--- src/rtl/mult_pkg.sv ---
// Shared types for the shared-multiplier arbiter: unit select codes, FSM states
// and the product width helper.
package mult_pkg;

  typedef enum logic [1:0] {
    SEL_DSP   = 2'b00,
    SEL_BOOTH = 2'b01,
    SEL_BIT   = 2'b10,
    SEL_SKIP  = 2'b11
  } sel_t;

  typedef enum logic [1:0] {
    ST_IDLE,
    ST_ISSUE,
    ST_WAIT,
    ST_RESP
  } arb_state_t;

  function automatic int prod_width(input int w);
    return 2 * w;
  endfunction

endpackage

--- src/rtl/mult_arbiter_rr_picker.sv ---
// Combinational round-robin selector: first requester after 'last', searched
// cyclically, as one-hot grant plus index.
module rr_picker #(
  parameter int NREQ = 2,
  parameter int IDXW = (NREQ > 1) ? $clog2(NREQ) : 1
) (
  input  logic [NREQ-1:0] req,
  input  logic [IDXW-1:0] last,
  output logic [NREQ-1:0] grant,
  output logic [IDXW-1:0] idx,
  output logic            any
);

  logic [IDXW-1:0] cand;

  always_comb begin
    grant = '0;
    idx   = '0;
    any   = 1'b0;
    cand  = '0;
    for (int off = 1; off <= NREQ; off++) begin
      cand = IDXW'((int'(last) + off) % NREQ);
      if (!any && req[cand]) begin
        any         = 1'b1;
        grant[cand] = 1'b1;
        idx         = cand;
      end
    end
  end

endmodule

--- src/rtl/mult_arbiter.sv ---
// Round-robin arbiter/sequencer in front of the DSP, Booth and bit-serial
// multipliers, with zero-skip bypass, done watchdog and perf counters.
//
// state    | meaning
// ---------|-----------------------------------------------------------
// ST_IDLE  | waiting for a request; accepts the round-robin winner
// ST_ISSUE | operands on the bus, start pulse to the chosen unit
// ST_WAIT  | operands held, waiting for the chosen unit's done/watchdog
// ST_RESP  | one-cycle response to the owning requester
module mult_arbiter
  import mult_pkg::*;
#(
  parameter int W       = 8,
  parameter int NREQ    = 2,
  parameter int TIMEOUT = 64
) (
  input  logic                     clk,
  input  logic                     reset,
  input  logic [NREQ-1:0]          req_valid,
  output logic [NREQ-1:0]          req_ready,
  input  logic [NREQ*W-1:0]        req_a,
  input  logic [NREQ*W-1:0]        req_b,
  input  logic [NREQ*2-1:0]        req_sel,
  output logic [NREQ-1:0]          resp_valid,
  output logic signed [2*W-1:0]    resp_p,
  output logic                     resp_err,
  output logic signed [W-1:0]      mult_operand_A,
  output logic signed [W-1:0]      mult_operand_B,
  output logic                     start_dsp,
  output logic                     start_booth,
  output logic                     start_bit,
  input  logic                     done_dsp,
  input  logic                     done_booth,
  input  logic                     done_bit,
  input  logic signed [2*W-1:0]    P_dsp,
  input  logic signed [2*W-1:0]    P_booth,
  input  logic signed [2*W-1:0]    P_bit,
  output logic [31:0]              switch_count,
  output logic [31:0]              busy_cycles
);

  localparam int PW   = prod_width(W);
  localparam int IDXW = (NREQ > 1) ? $clog2(NREQ) : 1;
  localparam int WDW  = $clog2(TIMEOUT + 1);

  arb_state_t state, state_nxt;

  logic [IDXW-1:0]      last_grant, id_q, pick_idx;
  logic [NREQ-1:0]      pick_grant;
  logic                 pick_any;
  logic signed [W-1:0]  a_q, b_q;
  sel_t                 sel_q, prev_sel;
  logic                 prev_valid;
  logic [WDW-1:0]       wdog;
  logic signed [PW-1:0] prod_q;
  logic                 err_q;
  logic                 unit_done;
  logic signed [PW-1:0] unit_p;
  logic                 wdog_expired;

  rr_picker #(.NREQ(NREQ), .IDXW(IDXW)) u_picker (
    .req   (req_valid),
    .last  (last_grant),
    .grant (pick_grant),
    .idx   (pick_idx),
    .any   (pick_any)
  );

  // Only the unit owning the current job is listened to.
  always_comb begin
    unit_done = 1'b0;
    unit_p    = '0;
    case (sel_q)
      SEL_DSP:   begin unit_done = done_dsp;   unit_p = P_dsp;   end
      SEL_BOOTH: begin unit_done = done_booth; unit_p = P_booth; end
      SEL_BIT:   begin unit_done = done_bit;   unit_p = P_bit;   end
      default:   begin unit_done = 1'b0;       unit_p = '0;      end
    endcase
  end

  assign wdog_expired = (wdog == WDW'(TIMEOUT - 1));

  always_ff @(posedge clk) begin
    if (reset) state <= ST_IDLE;
    else       state <= state_nxt;
  end

  always_comb begin
    state_nxt      = state;
    req_ready      = '0;
    resp_valid     = '0;
    resp_p         = '0;
    resp_err       = 1'b0;
    mult_operand_A = '0;
    mult_operand_B = '0;
    start_dsp      = 1'b0;
    start_booth    = 1'b0;
    start_bit      = 1'b0;
    case (state)
      ST_IDLE: begin
        if (pick_any && !reset) begin
          req_ready = pick_grant;
          state_nxt = ST_ISSUE;
        end
      end
      ST_ISSUE: begin
        mult_operand_A = a_q;
        mult_operand_B = b_q;
        start_dsp      = (sel_q == SEL_DSP);
        start_booth    = (sel_q == SEL_BOOTH);
        start_bit      = (sel_q == SEL_BIT);
        state_nxt      = (sel_q == SEL_SKIP) ? ST_RESP : ST_WAIT;
      end
      ST_WAIT: begin
        mult_operand_A = a_q;
        mult_operand_B = b_q;
        if (unit_done || wdog_expired) state_nxt = ST_RESP;
      end
      ST_RESP: begin
        resp_valid[id_q] = 1'b1;
        resp_p           = prod_q;
        resp_err         = err_q;
        state_nxt        = ST_IDLE;
      end
      default: state_nxt = ST_IDLE;
    endcase
  end

  always_ff @(posedge clk) begin
    if (reset) begin
      last_grant   <= IDXW'(NREQ - 1);
      id_q         <= '0;
      a_q          <= '0;
      b_q          <= '0;
      sel_q        <= SEL_DSP;
      prev_sel     <= SEL_DSP;
      prev_valid   <= 1'b0;
      wdog         <= '0;
      prod_q       <= '0;
      err_q        <= 1'b0;
      switch_count <= '0;
      busy_cycles  <= '0;
    end else begin
      if (state != ST_IDLE) busy_cycles <= busy_cycles + 32'd1;
      case (state)
        ST_IDLE: begin
          if (pick_any) begin
            id_q  <= pick_idx;
            a_q   <= req_a[pick_idx*W +: W];
            b_q   <= req_b[pick_idx*W +: W];
            sel_q <= sel_t'(req_sel[pick_idx*2 +: 2]);
          end
        end
        ST_ISSUE: begin
          wdog   <= '0;
          err_q  <= 1'b0;
          prod_q <= '0;
          // Zero-skip jobs neither count as a switch nor become the reference unit.
          if (sel_q != SEL_SKIP) begin
            prev_valid <= 1'b1;
            prev_sel   <= sel_q;
            if (prev_valid && (sel_q != prev_sel)) switch_count <= switch_count + 32'd1;
          end
        end
        ST_WAIT: begin
          if (unit_done)         prod_q <= unit_p;
          else if (wdog_expired) err_q  <= 1'b1;
          else                   wdog   <= wdog + WDW'(1);
        end
        ST_RESP: last_grant <= id_q;
        default: ;
      endcase
    end
  end

endmodule
--- config.mk ---
export PLATFORM = sky130hd
export DESIGN_NAME = mult_arbiter
export DESIGN_NICKNAME = d
export VERILOG_FILES = /design/src/rtl/mult_pkg.sv /design/src/rtl/mult_arbiter_rr_picker.sv /design/src/rtl/mult_arbiter.sv
export SDC_FILE = /design/constraint.sdc
export NUM_CORES = 1
export LEC_CHECK = 0
export ABC_CLOCK_PERIOD_IN_PS = 1950
export CAP_MARGIN = 5
export CORE_ASPECT_RATIO = 0.6
export CORE_MARGIN = 8
export CORE_UTILIZATION = 40
export CTS_CLUSTER_DIAMETER = 50
export DETAILED_ROUTE_END_ITERATION = 10
export PLACE_DENSITY = 0.74
export SLEW_MARGIN = 20
export SYNTH_ARGS = -nofsm -noshare
export SYNTH_HDL_FRONTEND = slang
export SYNTH_SLANG_ARGS = --single-unit
--- constraint.sdc ---
create_clock -name clk -period 1.95 [get_ports clk]
set_input_delay 0.2925 -clock clk [delete_from_list [all_inputs] [get_ports clk]]
set_output_delay 0.2925 -clock clk [all_outputs]
set_load 0.05 [all_outputs]
==> results.tsv, run 1 <==
stage	metric	value	unit
sta	Fin Hold WS	275	ps
die	Die X-Extent	173	um
critical_path	Worst R2R Path Depth	8	
sta	Final Setup Violations	0	
die	Die Area	19100	um2
place	I/O Buffers	194	
power_and_ir_drop	Seq pwr share	29.0	%
synth	FF+latch count, synth	113	
sta	worst slew pin tran	524	ps
cells_and_area	share of post-route cells with drive strength above 1	20.4	%
critical_path	Critical Path End	req_ready[0]	
clock_network	CTS Hold Bufs	0	
sta	minimum clock period	1940	ps
place	placed cell count	1075	
synth	Post-Syn Instances	691	
drt	DRT Wirelength	17.5	mm
synth	number of synthesized flops with an enable pin	0	
run	max_cap viols	0	
drt	DRC	0	
critical_path	setup slack, reg-to-reg	100	ps
clock_network	Reg clk slew, reported paths	50	ps
sta	Clock Skew	9.96	ps
synth	Avg Cell Area, Syn	8.56	um2
drt	Max Used Layer	met4	
drt	wire length on met3	1.57	mm
critical_path	CP startpoint kind	flop	
drt	met2 wire length	7.79	mm
power_and_ir_drop	Sw Ratio	32.8	%
clock_network	H-tree Lvls	4	
power_and_ir_drop	worst vdd ir	0.534	mV
grt	first-pass GRT wire length	28.3	mm
critical_path	CP Capture Type	output port	
critical_path	crit path DAT	1640	ps
drt	wire length per cell	15.8	um
grt	pin count of the biggest net entering global routing	62	
die	Initial Util	40.9	%
power_and_ir_drop	leak pwr	3.83	nW
power_and_ir_drop	Gate power share	34.9	%
run_status	status	completed	
synth	synthesized area	5910	um2
place	DP HPWL	12.8	mm
drt	DR pass1 iterations	4	
clock_network	Clock Sink Count	113	
drt	vias	5697	
critical_path	Worst R2R End	busy_cycles[29]	
power_and_ir_drop	Pint	6.47	mW
cells_and_area	Final #Nets	1000	
critical_path	critical path class	reg2out	
sta	Final Max Tran Viols	0	
power_and_ir_drop	NetSw	3.16	mW
synth	Main synth FF type	dfxtp_1	
die	Die Height	110	um
sta	fin crit share	99.3	%
drt	initial drt markers	291	
power_and_ir_drop	Power Dens Cells	1010	nW/um2
sta	final hold violation count	0	
clock_network	CTS Buf Count	17	
place	Cell Area, Placed	8680	um2
sta	slew margin rel.	65.0	%
drt	Final ANT Viol Nets	0	
cells_and_area	Filler Cell Count	1188	
die	I/O pin total	195	
critical_path	R2R Path Start	state[0]	
hold_path	hold depth	2	
power_and_ir_drop	clock network power share	36.1	%
clock_network	clk_lat worst skew	410	ps
die	# rows	34	
place	Placer Congestion	0.820	
drt	via-per-instance ratio	5.12	
clock_network	CTS root buffer	clkbuf_16	
grt	grt total ovfl	0	
grt	Total GRT Usage	18.0	%
synth	ys async rst share	0	%
power_and_ir_drop	total power	9.63	mW
clock_network	CTS Buffer Depth	2	
cells_and_area	Area Overhead vs Synth	61.7	%
grt	vias in the first global route	5547	
clock_network	CTS tree	built	
hold_path	Hold WC Path Type	in2reg	
synth	synth warn	0	
sta	setup TNS	0	ps
critical_path	crit path from	state[0]	
critical_path	Required @ worst endpoint	1660	ps
synth	Unique masters post-synth	51	
drt	Post-Route M1 WL	8.03	mm
sta	unrepaired setup endpoints after global routing	true	
die	CORE AREA	14500	um2
sta	Max Fclk	516	MHz
cells_and_area	ant diodes	0	
grt	antenna violations before repair	0	
synth	share of the yosys chip area belonging to registers	38.3	%
cells_and_area	post-layout instance area	9560	um2
cells_and_area	Finished Layout Cells	1113	
critical_path	CP max FO	3	
synth	total nets after synthesis	789	
## synthesized netlist by cell type, types with 3 or more instances
cell type,n,share of area [%]
dfxtp_1,113,38
nor2_1,87,5.5
nand2_1,59,3.7
nand3_1,45,3.8
xnor2_1,45,6.7
and2_1,42,4.4
mux2i_1,37,6.3
a211oi_1,30,3.8
a21oi_1,30,2.5
clkbuf_1,30,1.9
o21ai_0,18,1.5
inv_1,14,0.89
a2111oi_2,11,2.8
nand4_1,10,1.1
xor2_1,10,1.5
and3_1,9,0.95
and4_1,9,1.3
nor2b_1,8,0.85
buf_2,7,0.59
ha_1,7,1.5
nor3_1,7,0.59
nor4_1,7,0.74
o211ai_1,7,0.89
or3_1,5,0.53
and4b_1,3,0.51
buf_1,3,0.19
buf_4,3,0.38
## per-layer routing
layer	track usage [%]	vias up
met5	0	-
met4	4.72	0
met3	7.93	19
met2	27.6	185
met1	23.1	2636
li1	-	2857
## worst min path at each step
stage,startpoint,slack (ps),endpoint
after detailed placement,prod_q[14],440,prod_q[14]
after global placement,prod_q[7],440,prod_q[7]
after CTS,reset,260,b_q[3]
final,reset,270,b_q[3]
after global routing,reset,290,b_q[4]
after floorplan,prod_q[0],430,prod_q[0]
## power by group through the flow
stage | Combinational [mW] | Sequential, mW | Clock (mW)
2_1_floorplan | 1.75 | 2.81 | 0
3_3_place_gp | 3.14 | 2.80 | 0
3_5_place_dp | 3.17 | 2.82 | 0
4_1_cts | 3.31 | 2.78 | 3.51
5_1_grt | 3.63 | 2.82 | 3.64
6_report | 3.36 | 2.79 | 3.47
## state kept, by name, summed over array words and instances, names as in the netlist, 2 cells and up
name,cells
busy_cycles,32
state,2
a_q,8
b_q,8
sel_q,2
prev_sel,2
prod_q,16
wdog,7
switch_count,32
## metrics by stage
stage	utilization, %	setup WS [ps]
after floorplan	-	-53.1
after global placement	60.0	-49.0
after detailed placement	60.0	-116
after CTS	65.2	-4.38
after global routing	66.1	-62.2
final	66.1	13.0
## worst max-delay path, stage by stage, from the launching register on
cell and delay [ps]:
dfxtp_4 360, inv_4 60, ha_4 120, buf_6 90, buf_6 90, nor2b_4 140, nand2_1 70, a21oi_2 160
buf_12 160
## repair_timing
item / in CTS / in global routing
buffers inserted: 4 / 3
pin swaps: 0 / 3
endpoints found under the setup margin: 51 / 73
gates resized for setup: 47 / 34
## cell type report
| cell class | instances | area, um2 | area share [%] |
|---|---|---|---|
| clock inverters | 13 | 208 | 2.17 |
| flip-flops and latches | 113 | 2280 | 23.9 |
| repair buffers | 237 | 2740 | 28.6 |
| multi-input cells | 519 | 3570 | 37.4 |
| well taps | 198 | 248 | 2.59 |
| inverters | 14 | 57.6 | 0.602 |
| clock buffers | 19 | 453 | 4.74 |
## placed cells by master, fill, tap and decap left out, drive strengths merged, types with 3 or more instances in the layout
cell type      count
and4               9
xor2              10
dlymetal6s2s      16
nand2             59
and4b              3
bufinv             5
dfxtp            113
nand3             46
ha                 7
nor4               7
buf               88
nand4             12
mux2i             37
clkdlybuf4s50    109
nor2              87
xnor2             45
o21ai             19
nor2b              8
a211oi            30
clkbuf            19
and3              10
clkinvlp           4
or3                5
a21oi             30
dlygate4sd2       24
a2111oi           14
nor3               7
clkinv             3
and2              42
o211ai             8
inv               15
## logic make-up (layout without fill, tap and decap cells)
kind of cell	count (synthesis)	in the layout	share of synthesized area (%)
and+or+nand+nor	303	303	26.2
muxes	39	39	6.65
xor gates and xnor gates	55	55	8.15
DFF	113	113	38.3
buffers and inverters	59	283	4.34
adders and majority gates	7	7	1.48
AOI/OAI and AO/OA	115	115	14.9
(Power assumes the default switching activity.)
==> inputs of run 2 (changes only) <==
- REMOVE_ABC_BUFFERS: unset -> 1
==> run 2 against run 1 <==
  * Largest power group is now combinational cells
  * Highest routed layer unchanged
  * Critical path type unchanged
  * Die area unchanged
  * Routed wire length increased by 5.4%
  * Cell area about the same
==> results.tsv, run 2 (synthesis gave the netlist of run 1 again) <==
stage	metric	value	unit
clock_network	CTS tree	built	
hold_path	Hold EP	busy_cycles[9]	
hold_path	Hold WC Path Type	in2reg	
drt	DR pass1 iterations	5	
sta	fin crit share	98.6	%
die	Die Height	110	um
power_and_ir_drop	leak pwr	3.88	nW
sta	final hold violation count	0	
die	I/O pin total	195	
sta	setup TNS	0	ps
clock_network	CTS Buf Count	17	
power_and_ir_drop	Power Dens Cells	973	nW/um2
die	Die X-Extent	173	um
cells_and_area	ant diodes	0	
critical_path	critical path class	reg2out	
clock_network	Clock Sink Count	113	
grt	antenna violations before repair	0	
sta	unrepaired setup endpoints after global routing	true	
sta	Max Fclk	520	MHz
critical_path	Worst R2R End	busy_cycles[26]	
run_status	status	completed	
critical_path	CP startpoint kind	flop	
place	Cell Area, Placed	8750	um2
die	# rows	34	
cells_and_area	most frequent cells in the layout	dfxtp_1, clkdlybuf4s50_1, nor2_1	
critical_path	Worst R2R Path Depth	9	
sta	Final Max Tran Viols	0	
drt	wire length per cell	16.3	um
sta	Clock Skew	12.6	ps
place	placed cell count	1095	
place	Placer Congestion	0.819	
place	I/O Buffers	194	
cells_and_area	Finished Layout Cells	1132	
grt	Total GRT Usage	19.2	%
drt	met2 wire length	7.82	mm
die	Die Area	19100	um2
clock_network	clk_lat worst skew	400	ps
hold_path	hold depth	3	
critical_path	Required @ worst endpoint	1660	ps
sta	Final Setup Violations	0	
critical_path	crit path DAT	1630	ps
grt	grt total ovfl	0	
clock_network	CTS root buffer	clkbuf_16	
clock_network	CTS Hold Bufs	0	
cells_and_area	most common cell after layout, fill and taps aside	dfxtp_1	
power_and_ir_drop	worst vdd ir	0.520	mV
sta	worst slew pin tran	541	ps
power_and_ir_drop	total power	9.31	mW
clock_network	Reg clk slew, reported paths	60	ps
critical_path	CP max FO	3	
run	max_cap viols	0	
grt	first-pass GRT wire length	30.1	mm
drt	initial drt markers	449	
cells_and_area	Final #Nets	1020	
cells_and_area	Area Overhead vs Synth	61.8	%
drt	wire length on met3	1.79	mm
cells_and_area	Regs by FF count	busy_cycles x32, switch_count x32, prod_q x16	
place	DP HPWL	13.9	mm
critical_path	CP Capture Type	output port	
drt	vias	5839	
drt	via-per-instance ratio	5.16	
cells_and_area	post-layout instance area	9570	um2
drt	Max Used Layer	met4	
drt	Final ANT Viol Nets	0	
grt	vias in the first global route	5784	
cells_and_area	share of post-route cells with drive strength above 1	21.8	%
drt	DRT Wirelength	18.5	mm
grt	pin count of the biggest net entering global routing	45	
critical_path	setup slack, reg-to-reg	80	ps
die	CORE AREA	14500	um2
drt	Post-Route M1 WL	8.75	mm
clock_network	CTS Buffer Depth	2	
sta	slew margin rel.	64.1	%
critical_path	R2R Path Start	state[0]	
drt	DRC	0	
clock_network	H-tree Lvls	4	
sta	minimum clock period	1920	ps
hold_path	min-delay src	reset	
die	Initial Util	40.9	%
## run 2: per-stage QoR
stage | hold WS [ps] | utilization, % | setup WS (ps)
floorplan | 362 | - | -1410
global placement | 441 | 60.5 | 2.33
detailed placement | 442 | 60.5 | -102
CTS | 396 | 65.3 | -3.30
global route | 418 | 66.1 | -57.7
finish | 412 | 66.1 | 28.2
## run 2: cell type report
| type | count | area, um2 |
|---|---|---|
| clock buffers | 18 | 429 |
| clock inverters | 13 | 163 |
| fillers | 1188 | 4900 |
| inverters | 14 | 57.6 |
| multi-input cells | 519 | 3570 |
| flip-flops and latches | 113 | 2270 |
| well taps | 198 | 248 |
| repair buffers | 257 | 2830 |
## run 2: metal layers
metal  track usage, %  vias up
met3             7.21       13
met5                0        -
li1                 -     2903
met2             29.1      230
met4             4.29        0
met1             25.8     2693
## run 2: repair_timing
| action | 4_1_cts | 5_1_grt |
|---|---|---|
| pin swaps | 2 | 1 |
| buffers inserted | 5 | 0 |
| cloned | 1 | 0 |
| endpoints found under the setup margin | 66 | 56 |
| resized for setup | 50 | 32 |
## run 2: critical path: stages, from the launching register on
cell,delay (ps)
dfxtp_4,360
inv_4,60
ha_4,120
buf_6,90
nor2b_4,140
nand2_2,60
a21oi_2,130
buf_4,140
buf_12,130
## run 2: where the power goes
group | switching [mW] | leakage (nW) | internal (mW) | total [mW]
sequential | 0.209 | 0.918 | 2.58 | 2.79
clock | 1.12 | 0.294 | 2.01 | 3.12
combinational | 1.84 | 2.67 | 1.55 | 3.39
total | 3.17 | 3.88 | 6.14 | 9.31
## run 2: how the worst max path moves through the flow
stage | startpoint | endpoint | cells past startpoint
global route | state[0] | req_ready[0] | 8
detailed placement | done_bit | state[0] | 6
global placement | done_bit | state[0] | 6
CTS | state[0] | req_ready[0] | 8
finish | state[0] | req_ready[0] | 8
floorplan | sel_q[1] | switch_count[12] | 5
